### src/rtl/cv32e40p_tmr_voter_monitor_pkg.sv
// Shared types for the triplicated-unit voter: operating modes and the
// event replica code used when no single replica can be blamed.
package cv32e40p_tmr_voter_monitor_pkg;

    typedef enum logic [1:0] {
        TMR_MODE_FULL = 2'b00,
        TMR_MODE_DUAL = 2'b01,
        TMR_MODE_FAIL = 2'b10
    } tmr_mode_e;

    localparam logic [1:0] TMR_EVT_MULTI = 2'd3;

endpackage

### src/rtl/cv32e40p_tmr_voter_monitor_err_counter.sv
// Saturating up/down disagreement counter for one replica; at_threshold
// flags that the value after this edge equals THRESHOLD.
module cv32e40p_tmr_err_counter #(
    parameter int unsigned THRESHOLD = 4,
    parameter int unsigned CW        = 3
) (
    input  logic          clk,
    input  logic          rst_n,
    input  logic          inc,
    input  logic          dec,
    input  logic          clr,
    output logic [CW-1:0] cnt,
    output logic          at_threshold
);

    localparam logic [CW-1:0] MAX = CW'(THRESHOLD);

    logic [CW-1:0] cnt_nxt;

    always_comb begin
        cnt_nxt = cnt;
        if (clr) begin
            cnt_nxt = '0;
        end else if (inc) begin
            if (cnt != MAX) cnt_nxt = cnt + 1'b1;
        end else if (dec) begin
            if (cnt != '0) cnt_nxt = cnt - 1'b1;
        end
    end

    assign at_threshold = (cnt_nxt == MAX);

    always_ff @(posedge clk or negedge rst_n) begin
        if (!rst_n) cnt <= '0;
        else        cnt <= cnt_nxt;
    end

endmodule

### src/rtl/cv32e40p_tmr_voter_monitor.sv
// Stateful TMR voter: bitwise vote, per-replica leaky error counters,
// TMR -> DMR -> FAIL degradation and a single-entry mode-change event.
module cv32e40p_tmr_voter_monitor
    import cv32e40p_tmr_voter_monitor_pkg::*;
#(
    parameter int unsigned WIDTH         = 32,
    parameter int unsigned ERR_THRESHOLD = 4,
    parameter int unsigned LEAK_PERIOD   = 64
) (
    input  logic                                   clk,
    input  logic                                   rst_n,
    input  logic                                   valid_i,
    input  logic [WIDTH-1:0]                       res0_i,
    input  logic [WIDTH-1:0]                       res1_i,
    input  logic [WIDTH-1:0]                       res2_i,
    input  logic                                   clear_i,
    output logic [WIDTH-1:0]                       result_o,
    output logic                                   result_valid_o,
    output logic                                   mismatch_o,
    output logic                                   uncorrectable_o,
    output tmr_mode_e                              mode_o,
    output logic [2:0]                             replica_en_o,
    output logic [3*$clog2(ERR_THRESHOLD+1)-1:0]   err_cnt_o,
    output logic                                   evt_valid_o,
    input  logic                                   evt_ready_i,
    output tmr_mode_e                              evt_mode_o,
    output logic [1:0]                             evt_replica_o,
    output logic                                   evt_overflow_o
);

    localparam int unsigned CW = $clog2(ERR_THRESHOLD + 1);
    localparam int unsigned LW = (LEAK_PERIOD > 1) ? $clog2(LEAK_PERIOD) : 1;
    localparam logic [LW-1:0] LEAK_LAST = LW'((LEAK_PERIOD > 0) ? LEAK_PERIOD - 1 : 0);

    logic [WIDTH-1:0] res [3];
    logic [WIDTH-1:0] maj, sel, voted;
    logic [2:0]       dis, inc, dec, at_thr;
    logic [1:0]       n_dis, iso_idx;
    logic             go_dual, go_fail, evt_load;
    logic [LW-1:0]    leak_cnt;
    logic [CW-1:0]    cnt [3];

    assign res[0] = res0_i;
    assign res[1] = res1_i;
    assign res[2] = res2_i;

    // Vote path: majority in FULL, lowest surviving replica once degraded.
    always_comb begin
        maj = (res0_i & res1_i) | (res1_i & res2_i) | (res0_i & res2_i);
        if (replica_en_o[0])      sel = res0_i;
        else if (replica_en_o[1]) sel = res1_i;
        else                      sel = res2_i;
        voted = (mode_o == TMR_MODE_FULL) ? maj : sel;
        for (int k = 0; k < 3; k++) dis[k] = replica_en_o[k] && (res[k] != voted);
        n_dis = 2'(dis[0]) + 2'(dis[1]) + 2'(dis[2]);
    end

    assign result_o       = valid_i ? voted : '0;
    assign result_valid_o = valid_i;
    assign mismatch_o     = valid_i && (dis != 3'b000);

    always_comb begin
        inc = 3'b000;
        dec = 3'b000;
        if (valid_i && mode_o == TMR_MODE_FULL) begin
            if (n_dis == 2'd1) inc = dis;
            // Leak only on clean cycles, so it never meets an increment.
            if (LEAK_PERIOD != 0 && n_dis == 2'd0 && leak_cnt == LEAK_LAST) dec = 3'b111;
        end
    end

    for (genvar g = 0; g < 3; g++) begin : g_cnt
        cv32e40p_tmr_err_counter #(
            .THRESHOLD (ERR_THRESHOLD),
            .CW        (CW)
        ) u_cnt (
            .clk          (clk),
            .rst_n        (rst_n),
            .inc          (inc[g]),
            .dec          (dec[g]),
            .clr          (clear_i),
            .cnt          (cnt[g]),
            .at_threshold (at_thr[g])
        );
        assign err_cnt_o[g*CW +: CW] = cnt[g];
    end

    always_comb begin
        go_dual         = 1'b0;
        go_fail         = 1'b0;
        iso_idx         = 2'd0;
        uncorrectable_o = 1'b0;
        if (valid_i) begin
            case (mode_o)
                TMR_MODE_FULL: begin
                    if (n_dis >= 2'd2) begin
                        uncorrectable_o = 1'b1;
                        go_fail         = 1'b1;
                    end else begin
                        for (int k = 0; k < 3; k++) begin
                            if (inc[k] && at_thr[k]) begin
                                go_dual = 1'b1;
                                iso_idx = 2'(k);
                            end
                        end
                    end
                end
                TMR_MODE_DUAL: begin
                    if (dis != 3'b000) begin
                        uncorrectable_o = 1'b1;
                        go_fail         = 1'b1;
                    end
                end
                default: ;
            endcase
        end
    end

    assign evt_load = valid_i && !clear_i && (go_dual || go_fail);

    always_ff @(posedge clk or negedge rst_n) begin
        if (!rst_n) begin
            mode_o       <= TMR_MODE_FULL;
            replica_en_o <= 3'b111;
            leak_cnt     <= '0;
        end else if (clear_i) begin
            mode_o       <= TMR_MODE_FULL;
            replica_en_o <= 3'b111;
            leak_cnt     <= '0;
        end else if (valid_i) begin
            if (go_fail) begin
                mode_o <= TMR_MODE_FAIL;
            end else if (go_dual) begin
                mode_o       <= TMR_MODE_DUAL;
                replica_en_o <= replica_en_o & ~dis;
            end
            if (mode_o == TMR_MODE_FULL && LEAK_PERIOD != 0) begin
                if (n_dis != 2'd0 || leak_cnt == LEAK_LAST) leak_cnt <= '0;
                else                                        leak_cnt <= leak_cnt + 1'b1;
            end
        end
    end

    // Event register: a new event always wins; losing an unread one is sticky.
    always_ff @(posedge clk or negedge rst_n) begin
        if (!rst_n) begin
            evt_valid_o    <= 1'b0;
            evt_mode_o     <= TMR_MODE_FULL;
            evt_replica_o  <= 2'd0;
            evt_overflow_o <= 1'b0;
        end else begin
            if (evt_load) begin
                evt_valid_o   <= 1'b1;
                evt_mode_o    <= go_fail ? TMR_MODE_FAIL : TMR_MODE_DUAL;
                evt_replica_o <= go_fail ? TMR_EVT_MULTI : iso_idx;
                if (evt_valid_o && !evt_ready_i) evt_overflow_o <= 1'b1;
            end else if (evt_valid_o && evt_ready_i) begin
                evt_valid_o <= 1'b0;
            end
            if (clear_i) evt_overflow_o <= 1'b0;
        end
    end

endmodule

### config.mk
export PLATFORM = sky130hd
export DESIGN_NAME = cv32e40p_tmr_voter_monitor
export DESIGN_NICKNAME = d
export VERILOG_FILES = /design/src/rtl/cv32e40p_tmr_voter_monitor_pkg.sv /design/src/rtl/cv32e40p_tmr_voter_monitor_err_counter.sv /design/src/rtl/cv32e40p_tmr_voter_monitor.sv
export SDC_FILE = /design/constraint.sdc
export NUM_CORES = 1
export LEC_CHECK = 0
export ABC_AREA = 1
export CORE_MARGIN = 2
export CORE_UTILIZATION = 30
export CTS_CLUSTER_SIZE = 16
export DETAILED_ROUTE_END_ITERATION = 8
export PLACE_DENSITY = 0.58
export SKIP_CTS_REPAIR_TIMING = 1
export SYNTH_ARGS = -nofsm -noshare
export SYNTH_HDL_FRONTEND = slang
export SYNTH_SLANG_ARGS = --single-unit
export TNS_END_PERCENT = 20
### constraint.sdc
create_clock -name clk -period 6.5 [get_ports clk]
set_clock_uncertainty 0.1 [all_clocks]
set_input_delay 1.625 -clock clk [delete_from_list [all_inputs] [get_ports clk]]
set_output_delay 1.625 -clock clk [all_outputs]
set_load 0.01 [all_outputs]
==> impl_metrics.json <==
{
  "outcome": "finished clean",
  "synth-main-ff-cell": "dfrtp_1",
  "gp_congestion": 0.8701,
  "crit_arrival_ns": 4.50,
  "slew_viol_final": 0,
  "vias_per_cell": 4.747,
  "wl_per_cell_um": 12.79,
  "dp_cells": 1704,
  "seq_area_um2": 654.4,
  "cts_inserted_buffers": 3,
  "grt_max_degree": 59,
  "io_buffers": 155,
  "yosys_register_bits": 26,
  "first_pass_iters": 7,
  "place_area_um2": 8688,
  "die_x_um": 150.4,
  "cts_buffer_depth": 2,
  "period_needed_ns": 6.220,
  "synth.top_cell.area_share_pct": 27.62,
  "coreArea_um2": 21020,
  "setup_slack_ns": 0.2799,
  "num_io_pins": 156,
  "wl_mm": 21.86,
  "max-slew-margin-rel_pct": 28.71,
  "holdWs_ns": 0.3837,
  "critPathKind": "input port to output pin",
  "grt_pass1_vias": 7392,
  "p_leak_nw": 4.586,
  "area_growth_pct": 37.41,
  "synth.largest_area_cell": "nand2_1",
  "ir_worst_vdd_v": 0.0001019,
  "cp_cell_sequence": "clkdlybuf4s50_1 > inv_1 > nand2_1 > nand3_1 > nand2_2 > nand2_2 > buf_4 > nand2_1 > nand3_1 > nor2_1 > nand2_1 > nor2_1 > nand2_1 > nand2_1 > inv_1 > buf_4 > o21ai_1 > inv_1 > clkdlybuf4s50_1",
  "multiInputGateArea_um2": 5004,
  "syn_inst": 1226,
  "end_kind": "output pin",
  "synth_warnings": 0,
  "synthArstFlopShare_pct": 100.0,
  "clock-sinks": 26,
  "fp.dieArea_um2": 22620,
  "hold_viol": 0,
  "clk_pin_slew_worst_paths_ns": 0.07,
  "place_ws_ns": -0.02099,
  "syn-num-nets": 1338,
  "ys_seq_area_share_pct": 10.18,
  "fin_cells": 1709,
  "pwr_density_cell_nw_per_um2": 108.4,
  "ant_nets": 0,
  "finalPower_mw": 0.9575,
  "netlist_area_um2": 6429,
  "setup_viol": 0,
  "die_h_um": 150.4,
  "synth.avg_cell_area_um2": 5.244,
  "dr_total_vias": 8113,
  "synth.area.top_cells": "nand2_1 28%, nand3_1 15%, dfrtp_1 9.0%, inv_1 8.4%, nor2_1 7.4%",
  "fin_area_um2": 8833,
  "drive_gt1_share_pct": 14.52,
  "drtIter0Drc": 364,
  "cp_slowest_cell": "clkdlybuf4s50_1",
  "hpwl_mm": 17.03,
  "cts-htree-levels": 1,
  "crit_fanout": 6,
  "nets": 1546,
  "cp.required_ns": 4.78,
  "fillers": 2299,
  "ys_types": 40,
  "rsz0062_at_grt": "no",
  "start_kind": "input port",
  "synth_edf_count": 0,
  "rows": 53,
  "start_util_pct": 30.58,
  "tightestPinTransition_ns": 1.068,
  "cts_tree": "done",
  "post-route-period-util_pct": 95.69,
  "grt_pass1_wl_mm": 35.48,
  "maxCapViolations": 0,
  "cts_root_buffer": "clkbuf_16",
  "utilization_pct": 42.02,
  "grtUsageTotal_pct": 19.17,
  "antenna_found_initial": 1,
  "slowest_delay_ns": 0.59,
  "fmax_mhz": 160.8,
  "setup_tns_ns": 0,
  "clk_latency_ns": 0.27,
  "crit_top_cell": "nand2_1",
  "drc": 0,
  "min_path_type": "flip-flop to flip-flop",
  "grt-ovfl-total": 0
}
sequential cells by signal, summed over array words and instances, names as in the netlist:
signal / cells
evt_valid_o: 1
leak_cnt: 6
g_cnt.u_cnt.cnt: 9
replica_en_o: 3
mode_o: 2
evt_overflow_o: 1
evt_replica_o: 2
evt_mode_o: 2
worst max-delay path, delay by kind of cell:
kind	cells	cell delay (ns)
AOI/OAI and AO/OA	1	0.13
buffers and inverters	7	1.60
and+or+nand+nor	11	1.14
cell families (layout without fill, tap and decap cells):
family                   Yosys count  after routing  synth area share (%)
other                              0              1                     0
AO/OA/AOI/OAI                     80             80                 7.104
flip-flops                        26             26                 10.18
adder cells (fa/ha/maj)           11             11                 2.141
AND/OR/NAND/NOR                  917            917                 66.99
XOR/XNOR                           8              8                 1.090
buffers and inverters            184            391                 12.49
per-layer routing:
metal	global-route usage [%]	share of wire, %
met1	25.44	46
met2	33.52	46
met3	2.152	5.7
met4	3.821	1.6
met5	0	0
layout make-up:
class                   instances  share of cell area (%)
diodes                          1                 0.02833
clock buffers                   3                  0.8499
clock inverters                 1                  0.3399
inverters                     158                   6.728
multi-input cells            1016                   56.64
flip-flops and latches         26                   7.408
well taps                     275                   3.895
repair buffers                229                   24.11
where the power goes:
part	switching, mW	internal, mW	leakage, nW
Sequential	0.00391	0.167	0.345
Clock	0.0607	0.123	0.0511
Combinational	0.334	0.269	4.19
worst paths after layout:
check	startpoint	end	slack, ns	depth (start not counted)
max in group asynchronous	rst_n	replica_en_o[0]	4.35	2
setup reg to reg	mode_o[0]	evt_mode_o[1]	2.03	25
hold / removal	evt_mode_o[1]	evt_mode_o[1]	0.38	2
setup / recovery	res2_i[12]	mismatch_o	0.28	19
hold reg to reg	evt_mode_o[1]	evt_mode_o[1]	0.38	2
min in group asynchronous	rst_n	g_cnt[1].u_cnt.cnt[2]	1.63	2
cell usage after synthesis, types with 2 or more instances:
master	count
nand3_1	192
nor2_1	127
nand2_4	2
nor3_1	6
buf_2	11
o21ai_0	41
o22ai_1	3
a21oi_2	12
buf_6	2
dfrtp_1	23
nor2_2	4
nand3b_1	8
nand2_1	473
nand3_2	17
inv_2	9
nor3b_1	3
buf_4	6
ha_1	11
inv_1	144
xnor2_1	2
clkbuf_1	3
clkinv_1	4
nand2_2	47
o21ai_1	3
dfstp_2	3
buf_12	3
nand4_1	13
xor2_1	6
nand4_2	4
a21oi_1	18
nand3_4	15
a22oi_1	3
cells in the final DEF, fill, tap and decap left out, drive strengths merged, types with 4 or more instances in the layout:
cell and count:
nand3 224, ha 11, nor3 7, nor2 133, nand3b 8, nand4 18
o21ai 44, inv 153, xor2 6, nand2 522, clkinv 5, dlymetal6s2s 4
dfrtp 23, clkdlybuf4s50 151, buf 74, a21oi 30
No activity file was read; power rests on OpenSTA's default activity.
